`src/rtl/fetch_unit_pkg.sv`:
```
// fetch_unit_pkg: shared types and defaults for the instruction fetch unit.
//   fetch_state_t  FSM encoding (FETCH/LOAD/HOLD)
//   pc_ctrl_t      control bundle from the fetch FSM to pc_reg
//   DEF_RESET_PC   default PC loaded on reset
//   DEF_PC_STEP    default sequential increment in bytes
package fetch_unit_pkg;

    typedef enum logic [1:0] {
        FETCH = 2'd0,
        LOAD  = 2'd1,
        HOLD  = 2'd2
    } fetch_state_t;

    localparam logic [31:0] DEF_RESET_PC = 32'h0040_0000;
    localparam int unsigned DEF_PC_STEP  = 4;

    typedef struct packed {
        logic        inc;     // advance by PC_STEP
        logic        load;    // take target (wins over inc)
        logic [31:0] target;  // raw redirect target, aligned inside pc_reg
    } pc_ctrl_t;

    // Word alignment: low two address bits are dropped, never trapped.
    function automatic logic [31:0] align_word(input logic [31:0] a);
        return {a[31:2], 2'b00};
    endfunction

endpackage

```
`src/rtl/fetch_unit_pc_reg.sv`:
```
// pc_reg: program counter register.
//   clk, rst   clock and synchronous active-high reset
//   ctrl       inc / load / target from the fetch FSM
//   pc         current PC (registered, drives imem_addr directly)
module pc_reg
    import fetch_unit_pkg::*;
#(
    parameter logic [31:0] RESET_PC = DEF_RESET_PC,
    parameter int unsigned PC_STEP  = DEF_PC_STEP
) (
    input  logic        clk,
    input  logic        rst,
    input  pc_ctrl_t    ctrl,
    output logic [31:0] pc
);

    localparam logic [31:0] STEP = 32'(PC_STEP);

    always_ff @(posedge clk) begin
        if (rst)
            pc <= RESET_PC;
        else if (ctrl.load)
            pc <= align_word(ctrl.target);
        else if (ctrl.inc)
            pc <= pc + STEP;  // wraps modulo 2^32
    end

endmodule

```
`src/rtl/fetch_unit.sv`:
```
// fetch_unit: fetches one instruction word per decoder request.
//   clk, rst                 clock, synchronous active-high reset
//   imem_req/imem_addr       registered request to instruction memory
//   imem_ack/imem_rdata      memory response
//   ir_ena/ir_data           one-cycle IR load strobe and the word to load
//   next_req                 decoder wants the next instruction
//   redirect/redirect_pc     taken branch/jump and its target
//   pc_out                   PC of the instruction held in IR
//   busy                     high unless idle in HOLD
//   addr_err                 misaligned redirect, same cycle as the redirect
module fetch_unit
    import fetch_unit_pkg::*;
#(
    parameter logic [31:0] RESET_PC = DEF_RESET_PC,
    parameter int unsigned PC_STEP  = DEF_PC_STEP
) (
    input  logic        clk,
    input  logic        rst,
    output logic        imem_req,
    output logic [31:0] imem_addr,
    input  logic        imem_ack,
    input  logic [31:0] imem_rdata,
    output logic        ir_ena,
    output logic [31:0] ir_data,
    input  logic        next_req,
    input  logic        redirect,
    input  logic [31:0] redirect_pc,
    output logic [31:0] pc_out,
    output logic        busy,
    output logic        addr_err
);

    fetch_state_t state, state_nxt;
    logic         squash, squash_nxt;
    logic         ld_ir;
    logic [31:0]  pc;
    pc_ctrl_t     pc_ctrl;

    // Redirect is accepted in every state and always overrides the increment.
    assign pc_ctrl.load   = redirect;
    assign pc_ctrl.inc    = (state == LOAD);
    assign pc_ctrl.target = redirect_pc;

    pc_reg #(.RESET_PC(RESET_PC), .PC_STEP(PC_STEP)) u_pc_reg (
        .clk  (clk),
        .rst  (rst),
        .ctrl (pc_ctrl),
        .pc   (pc)
    );

    always_ff @(posedge clk) begin
        if (rst) begin
            state   <= FETCH;
            squash  <= 1'b0;
            ir_data <= '0;
            pc_out  <= RESET_PC;
        end else begin
            state  <= state_nxt;
            squash <= squash_nxt;
            if (ld_ir)
                ir_data <= imem_rdata;
            if (state == LOAD)
                pc_out <= pc;
        end
    end

    always_comb begin
        state_nxt  = state;
        squash_nxt = squash;
        ld_ir      = 1'b0;
        case (state)
            FETCH: begin
                if (redirect) begin
                    // Outstanding request now targets a dead address; its
                    // ack (if not returning right now) must be dropped.
                    squash_nxt = ~imem_ack;
                end else if (imem_ack) begin
                    if (squash) begin
                        squash_nxt = 1'b0;
                    end else begin
                        ld_ir     = 1'b1;
                        state_nxt = LOAD;
                    end
                end
            end
            LOAD:    state_nxt = redirect ? FETCH : HOLD;
            HOLD:    if (redirect || next_req) state_nxt = FETCH;
            default: state_nxt = FETCH;
        endcase
    end

    // Request and address come straight from flops: no path from imem_ack.
    assign imem_req  = (state == FETCH);
    assign imem_addr = pc;
    assign ir_ena    = (state == LOAD) && !rst;
    assign busy      = (state != HOLD);
    assign addr_err  = !rst && redirect && (redirect_pc[1:0] != 2'b00);

endmodule

```
`config.mk`:
```
export PLATFORM = sky130hd
export DESIGN_NAME = fetch_unit
export DESIGN_NICKNAME = d
export VERILOG_FILES = /design/src/rtl/fetch_unit_pkg.sv /design/src/rtl/fetch_unit_pc_reg.sv /design/src/rtl/fetch_unit.sv
export SDC_FILE = /design/constraint.sdc
export NUM_CORES = 1
export LEC_CHECK = 0
export CAP_MARGIN = 20
export CORE_MARGIN = 1.5
export CORE_UTILIZATION = 39
export CTS_BUF_LIST = sky130_fd_sc_hd__clkbuf_16
export DETAILED_ROUTE_END_ITERATION = 6
export GPL_ROUTABILITY_DRIVEN = 0
export PLACE_DENSITY = 0.87
export SETUP_SLACK_MARGIN = 0.2
export SYNTH_ARGS = -nofsm -noshare
export SYNTH_HDL_FRONTEND = slang
export SYNTH_SLANG_ARGS = --single-unit
```
`constraint.sdc`:
```
create_clock -name clk -period 1.6 [get_ports clk]
set_input_delay 0.32 -clock clk [delete_from_list [all_inputs] [get_ports clk]]
set_output_delay 0.32 -clock clk [all_outputs]
set_load 0.01 [all_outputs]
```
==> summary.md, run 1 <==
| Metric | Value |
|---|---|
| Crit Path Class | flip-flop to flip-flop |
| Clock share of power | between 30 and 40% |
| Worst path cell trace | and4_4 > nand4_4 > buf_8 > buf_4 > nor4_4 > nor3_2 > o21ai_1 |
| Ys async rst share | 0% |
| Num ports | about 170 |
| Tmin final | 1800 ps |
| Top FF cell, synth | dfxtp_1 |
| Die Y | 105 microns |
| Highest fanout seen on the critical path | 5 |
| Filler cell count | 593 |
| Failing checks | setup timing |
| P per Cell Area | ~740 mW/mm^2 |
| Most frequent cells in the layout | 75 x nand2_1, 67 x dfxtp_1, 66 x dlygate4sd2_1 |
| Capturing point of the worst reg2reg path | u_pc_reg.pc[22] |
| Initial Util | roughly two fifths |
| Post-route DRC | 0 |
| Synth Register Bits | 95 |
| Tcrit/Tclk final | 113% |
| Internal power | around 4.2 mW |
| Final antenna-violating net count | 0 |
| Initial antenna violation count | 0 |
| Part of the power in registers | between 40 and 50% |
| H-Tree Depth | 3 |
| Vias | approximately 5100 |
| Post-route setup slack | -201 ps |
| CP max stage cell | nor4_4 |
| Initial DRC Count | about 470 |
| Number of flip-flops in the largest register | 32 |
| Routed Wire Length | a little over 20000 microns |
| Switching Fraction | 30.0% |
| DP HPWL | 9840 microns |
| Fin. Hold Viols | 0 |
| Post-CTS Hold Buffers | 0 |
| Clock transition at path regs | approximately 80 ps |
| Register area | about 0.0020 sq mm |
| Seq/Total Area, Yosys | between 40% and 50% |
| Nets@finish | 820 |
| Top cell type's share of synthesized area | 47.0% |
| Core Box Area | 0.0102 sq mm |
| Req. time, crit path | roughly 1900 ps |
| Largest net degree at the start of global routing | 40 |
| Congestion Overflow GR | 0 |
| Worst slew margin | 62.4% |
| Sink of the worst hold path | ir_data[10] |
| Simple-gate share of the synthesized area | about 28% |
| Slew at the pin closest to its max-slew limit | approximately 560 ps |
| Main combinational cell family by area after synthesis | simple AND/OR/NAND/NOR gates |
| Vias in the first global route | ~4800 |
| Buf+Inv Stages, Crit Path | 2 |
| Hold path depth | 2 |
| I/O Buffers | between 150 and 200 |
| HP Class | flip-flop to flip-flop |
| Total global-route track usage | between 20% and 30% |
| Metal3 WL | around 1600 microns |
| Post-Syn Area | approximately 0.0040 sq mm |
| # setup viols final | 16 |
| CTS tree | done |
| Biggest area consumer among synthesized cells | dfxtp_1 |
| Min-delay src | ir_data[10] |
| Maximum vdd drop | between 0.5 and 0.6 mV |
| Compound-cell area share of the yosys netlist | between 10% and 20% |
| Via-to-Cell Ratio | between 5 and 6 |
| Synth area leaders | dfxtp_1 47%, nand2_1 13%, a21oi_1 8.8%, xnor2_1 4.1%, a211oi_1 3.3% |
| Post-Synthesis Cells | approximately 510 |
| Post-Syn Area per Cell | about 8 sq um |
| Drt first pass iters | 5 |
| Commonest non-fill, non-tap cell in the layout | nand2_1 |
| CP Capture Type | flip-flop |
| Share of cells above drive strength 1 | around 45% |
| Max-cap violation count | 0 |
| TNS Setup | -1280 ps |
| WP data arrival | ~2100 ps |
| Num CTS Buffers | 9 |
| Skew final | about 8.9 ps |
| CP delay by family, top | simple AND/OR/NAND/NOR gates |
| Xor/xnor share of the synthesized area | about 5.6% |
| Fmax | roughly 560 MHz |
| Crit path largest cell delay | about 420 ps |
| CTS Root Cell | clkbuf_16 |
| EDFF count, synth | 0 |
| YS warnings | 0 |
| Multi-input logic area | 0.00290 sq mm |
| Pins over their slew limit | 0 |
| Area growth, synth to finish | 97.5% |
| FP Rows | 37 |
| R2R depth | 7 |
| Max layer used | met4 |
| Comb power frac | 20.6% |
| First-pass GRT wire length | approximately 24000 microns |
| FF-to-FF Start | u_pc_reg.pc[7] |
| Status | finished, violations left |
| Bufs on Longest Clock Path | 2 |
| Die W | approximately 100 microns |
| Unrepaired setup endpoints after global routing | yes |
| Worst skew pair latency | between 300 and 400 ps |
| Leakage Power | between 3 and 4 nW |
| Multiplexer area fraction after synthesis | 0% |
| DR WL/cell | about 23 microns |
| Synth Area in Adders | less than 1% |
| NetSw | 1.78 mW |
| CTS sink count | 95 |
| Die area | 0.0110 sq mm |
| M1 WL | slightly above 7000 microns |
| Routed wl met2 | 10100 microns |
| Netlist cell types | between 40 and 50 |
| Total power | between 5 and 6 mW |
| Reg-to-reg slack, setup | -200 ps |
| Startpoint Class | flip-flop |
worst register-to-register path, delay by kind of cell, from the launching register on:
kind / cells / cell delay, ps
simple gates: 4 / 900
buf+inv: 2 / 320
flops: 1 / 340
compound gates: 1 / 160
Yosys cell counts, types with 5 or more instances:
cell	instances
nor3_2	7
dfxtp_1	95
a211oi_1	18
inv_1	6
nor4_1	5
clkbuf_1	28
nand4_1	12
xor2_1	7
nand2_1	142
nor2_1	31
xnor2_1	19
a21oi_1	71
nor3_1	7
nand3_1	7
area by class of cell:
type | instances | area share (%)
clock buffer | 9 | 2.82
multi-input combinational | 369 | 36.3
tap | 136 | 2.13
sequential | 95 | 24.8
timing repair buffer | 269 | 32.9
inverter | 6 | 0.282
clock inverter | 7 | 0.782
antenna | 1 | 0.0313
worst max-delay path by stage:
stage,cells after the start,endpoint,start,slack (ps)
after global placement,4,addr_err,redirect_pc[1],-300
final,7,u_pc_reg.pc[22],u_pc_reg.pc[7],-200
after global routing,7,u_pc_reg.pc[14],u_pc_reg.pc[2],-230
after floorplan,6,u_pc_reg.pc[16],u_pc_reg.pc[2],5
after CTS,5,u_pc_reg.pc[31],u_pc_reg.pc[24],8
after detailed placement,4,addr_err,redirect_pc[0],-300
through the flow:
| step | setup slack (ps) | hold WS (ps) | cell area [sq um] | instances | util [%] |
|---|---|---|---|---|---|
| 6_report | -201 | 454 | 8000 | 892 | 78.5 |
| 5_1_grt | -233 | 477 | 7990 | 891 | 78.5 |
| 4_1_cts | 8.08 | 454 | 7120 | 872 | 70.0 |
| 3_5_place_dp | -295 | 447 | 6380 | 832 | 62.6 |
| 3_3_place_gp | -300 | 441 | 6380 | 832 | 62.6 |
| 2_1_floorplan | 5.28 | 417 | 4310 | 508 | - |
power groups by stage:
stage	Sequential (mW)	Combinational (mW)	Clock, mW
final	2.58	1.22	2.13
after global routing	2.59	1.27	2.25
after CTS	2.54	0.928	2.13
after detailed placement	2.60	0.928	0
after global placement	2.60	0.905	0
after floorplan	2.67	0.313	0
what timing repair did:
action | CTS | global route
buffers inserted | 23 | 13
endpoints found under the setup margin | 158 | 99
pin swaps | 46 | 92
resized for setup | 221 | 221
gates cloned | 1 | 6
logic make-up (layout without fill, tap and decap cells):
logic type / Yosys count / count (layout)
other cells: 1 / 5
fa+ha+maj: 1 / 1
simple gates: 237 / 237
buf+inv: 44 / 291
xor+xnor: 26 / 26
flops: 95 / 95
compound gates: 101 / 101
routing by layer:
metal / global-route usage, % / vias to the layer above
met5: 0 / -
met2: 48.3 / 347
met4: 12.0 / 0
li1: - / 2212
met3: 5.36 / 108
met1: 33.0 / 2443
(Power assumes the default switching activity.)
==> run 2: changes to the inputs <==
Settings changed: HOLD_SLACK_MARGIN set to 0.02.
==> results of run 2 <==
The final DEF is identical to that of run 1; final timing and power are the same.
==> run 3: changes to the inputs <==
Settings changed: CORE_UTILIZATION 39 to 43, GPL_TIMING_DRIVEN set to 0, PLACE_DENSITY 0.87 to 0.91.
Clock period 1.6 ns to 1.82 ns, I/O delays scaled along.
==> summary.md, run 3 (synthesis results as in run 1) <==
| Metric | Value |
|---|---|
| Startpoint Class | flip-flop |
| Pins over their slew limit | 0 |
| Number of flip-flops in the largest register | 32 |
| Status | finished, violations left |
| Post-route DRC | 0 |
| CP Capture Type | flip-flop |
| Area growth, synth to finish | 86.3% |
| CP most frequent cell | buf_12 |
| Final antenna-violating net count | 0 |
| Bufs on Longest Clock Path | 2 |
| P per Cell Area | 715 mW/mm^2 |
| Drt first pass iters | 5 |
| Capturing point of the worst reg2reg path | u_pc_reg.pc[15] |
| Worst-case hold slack | roughly 280 ps |
| Clock transition at path regs | 70 ps |
| Max-cap violation count | 0 |
| Share of cells above drive strength 1 | a little under 30% |
| Routed wl met2 | about 9500 microns |
| Metal3 WL | ~2300 microns |
| Vias in the first global route | just under 5000 |
| Congestion Overflow GR | 0 |
| CTS tree | done |
| Largest net degree at the start of global routing | 19 |
| DR WL/cell | about 23 microns |
| Commonest non-fill, non-tap cell in the layout | nand2_1 |
| Worst slew margin | between 40% and 50% |
| FP Rows | 35 |
| Unrepaired setup endpoints after global routing | yes |
| Num CTS Buffers | 9 |
| TNS Setup | -127 ps |
| CTS sink count | 95 |
| # setup viols final | 3 |
| Initial Util | between 40% and 50% |
| Highest fanout seen on the critical path | 6 |
| Register area | between 0.0015 and 0.002 sq mm |
| Crit path capture | u_pc_reg.pc[15] |
| Die Y | roughly 100 microns |
| Total power | 5.40 mW |
| Nets@finish | roughly 810 |
| Routed Wire Length | ~20000 microns |
| Post-CTS Hold Buffers | 0 |
| Initial DRC Count | around 620 |
| Fmax | roughly 530 MHz |
| Core Box Area | approximately 0.0092 sq mm |
| Max layer used | met4 |
| Initial antenna violation count | 1 |
| Failing checks | setup timing |
| Most frequent cells in the layout | 120 x nand2_1, 105 x clkdlybuf4s50_1, 66 x dfxtp_1 |
| Maximum vdd drop | approximately 0.62 mV |
| Die W | 100 microns |
| WP data arrival | roughly 2100 ps |
| Crit path largest cell delay | roughly 400 ps |
| Num ports | between 150 and 200 |
| Total global-route track usage | a little under a third |
| Multi-input logic area | 0.00253 sq mm |
| H-Tree Depth | 3 |
| FF-to-FF Start | u_pc_reg.pc[11] |
| Worst skew pair latency | ~340 ps |
| Fin. Hold Viols | 0 |
| Vias | ~5200 |
| First-pass GRT wire length | around 25000 microns |
| Slew at the pin closest to its max-slew limit | 772 ps |
| Crit Path Class | flip-flop to flip-flop |
| R2R depth | 8 |
| Core Util, Final | about 80% |
| Req. time, crit path | a little over 2000 ps |
| Die area | roughly 0.01 sq mm |
| Crit path launch | u_pc_reg.pc[11] |
| Post-route setup slack | -61.9 ps |
| Via-to-Cell Ratio | around 6 |
| CP max stage cell | dfxtp_4 |
| Filler cell count | 461 |
| Skew final | 9.25 ps |
| CTS Root Cell | clkbuf_16 |
| Reg-to-reg slack, setup | -60 ps |
| Tmin final | ~1900 ps |
| Placed Area | 0.00588 sq mm |
| Tcrit/Tclk final | 103% |
| Worst path cell trace | and3_4 > nand4_4 > buf_6 > buf_12 > buf_12 > nor3_4 > xnor2_1 > a211oi_1 |
| I/O Buffers | 163 |
| DP HPWL | 9500 microns |
| Final instance area | between 0.007 and 0.008 sq mm |
| M1 WL | approximately 6900 microns |
| HP Class | input pin to flip-flop |
| Leakage Power | between 3 and 4 nW |
## run 3: per-stage QoR
step / setup WS (ps) / std cells
4_1_cts: 148 / 826
3_3_place_gp: -906 / 782
3_5_place_dp: -935 / 782
6_report: -61.9 / 853
2_1_floorplan: 175 / 508
5_1_grt: -181 / 853
## run 3: where the power goes
part / leakage [nW] / switching [mW] / internal, mW / total [mW]
combinational: 2.54 / 0.449 / 0.472 / 0.921
sequential: 0.792 / 0.138 / 2.17 / 2.31
clock: 0.164 / 0.934 / 1.24 / 2.17
## run 3: layout make-up
| class | instances | share of cell area, % |
|---|---|---|
| antenna | 1 | 0.0332 |
| buffer | 38 | 4.26 |
| clock buffer | 9 | 2.99 |
| clock inverter | 7 | 1.48 |
| inverter | 6 | 0.299 |
| multi-input combinational | 369 | 33.6 |
| sequential | 95 | 26.4 |
| tap | 111 | 1.84 |
| timing repair buffer | 217 | 29.2 |
## run 3: worst max-delay path: cells and delay by family, from the launching register on
kind | cells | cell delay (ps)
AO/OA/AOI/OAI | 1 | 240
buffers and inverters | 3 | 440
flip-flops | 1 | 400
XOR/XNOR | 1 | 120
AND/OR/NAND/NOR | 3 | 570
## run 3: repair_timing
action                                  4_1_cts  5_1_grt
buffers inserted                             27       23
gates resized for setup                     136      151
gates cloned                                  1        3
endpoints found under the setup margin       92      113
pin swaps                                    27       74
## run 3: worst min-delay path by stage
stage / start / cells past startpoint / to / slack [ps]
after floorplan: imem_ack / 1 / squash / 460
after global placement: pc_out[16] / 2 / pc_out[16] / 440
after detailed placement: pc_out[19] / 2 / pc_out[19] / 450
after CTS: redirect / 2 / u_pc_reg.pc[30] / 350
after global routing: redirect / 2 / u_pc_reg.pc[30] / 280
final: redirect / 2 / u_pc_reg.pc[30] / 280
## run 3: routing by layer
metal	vias to the layer above	track usage, %
met1	2434	36.0
met2	487	53.1
met5	-	0
li1	2184	-
met3	136	9.54
met4	0	20.0
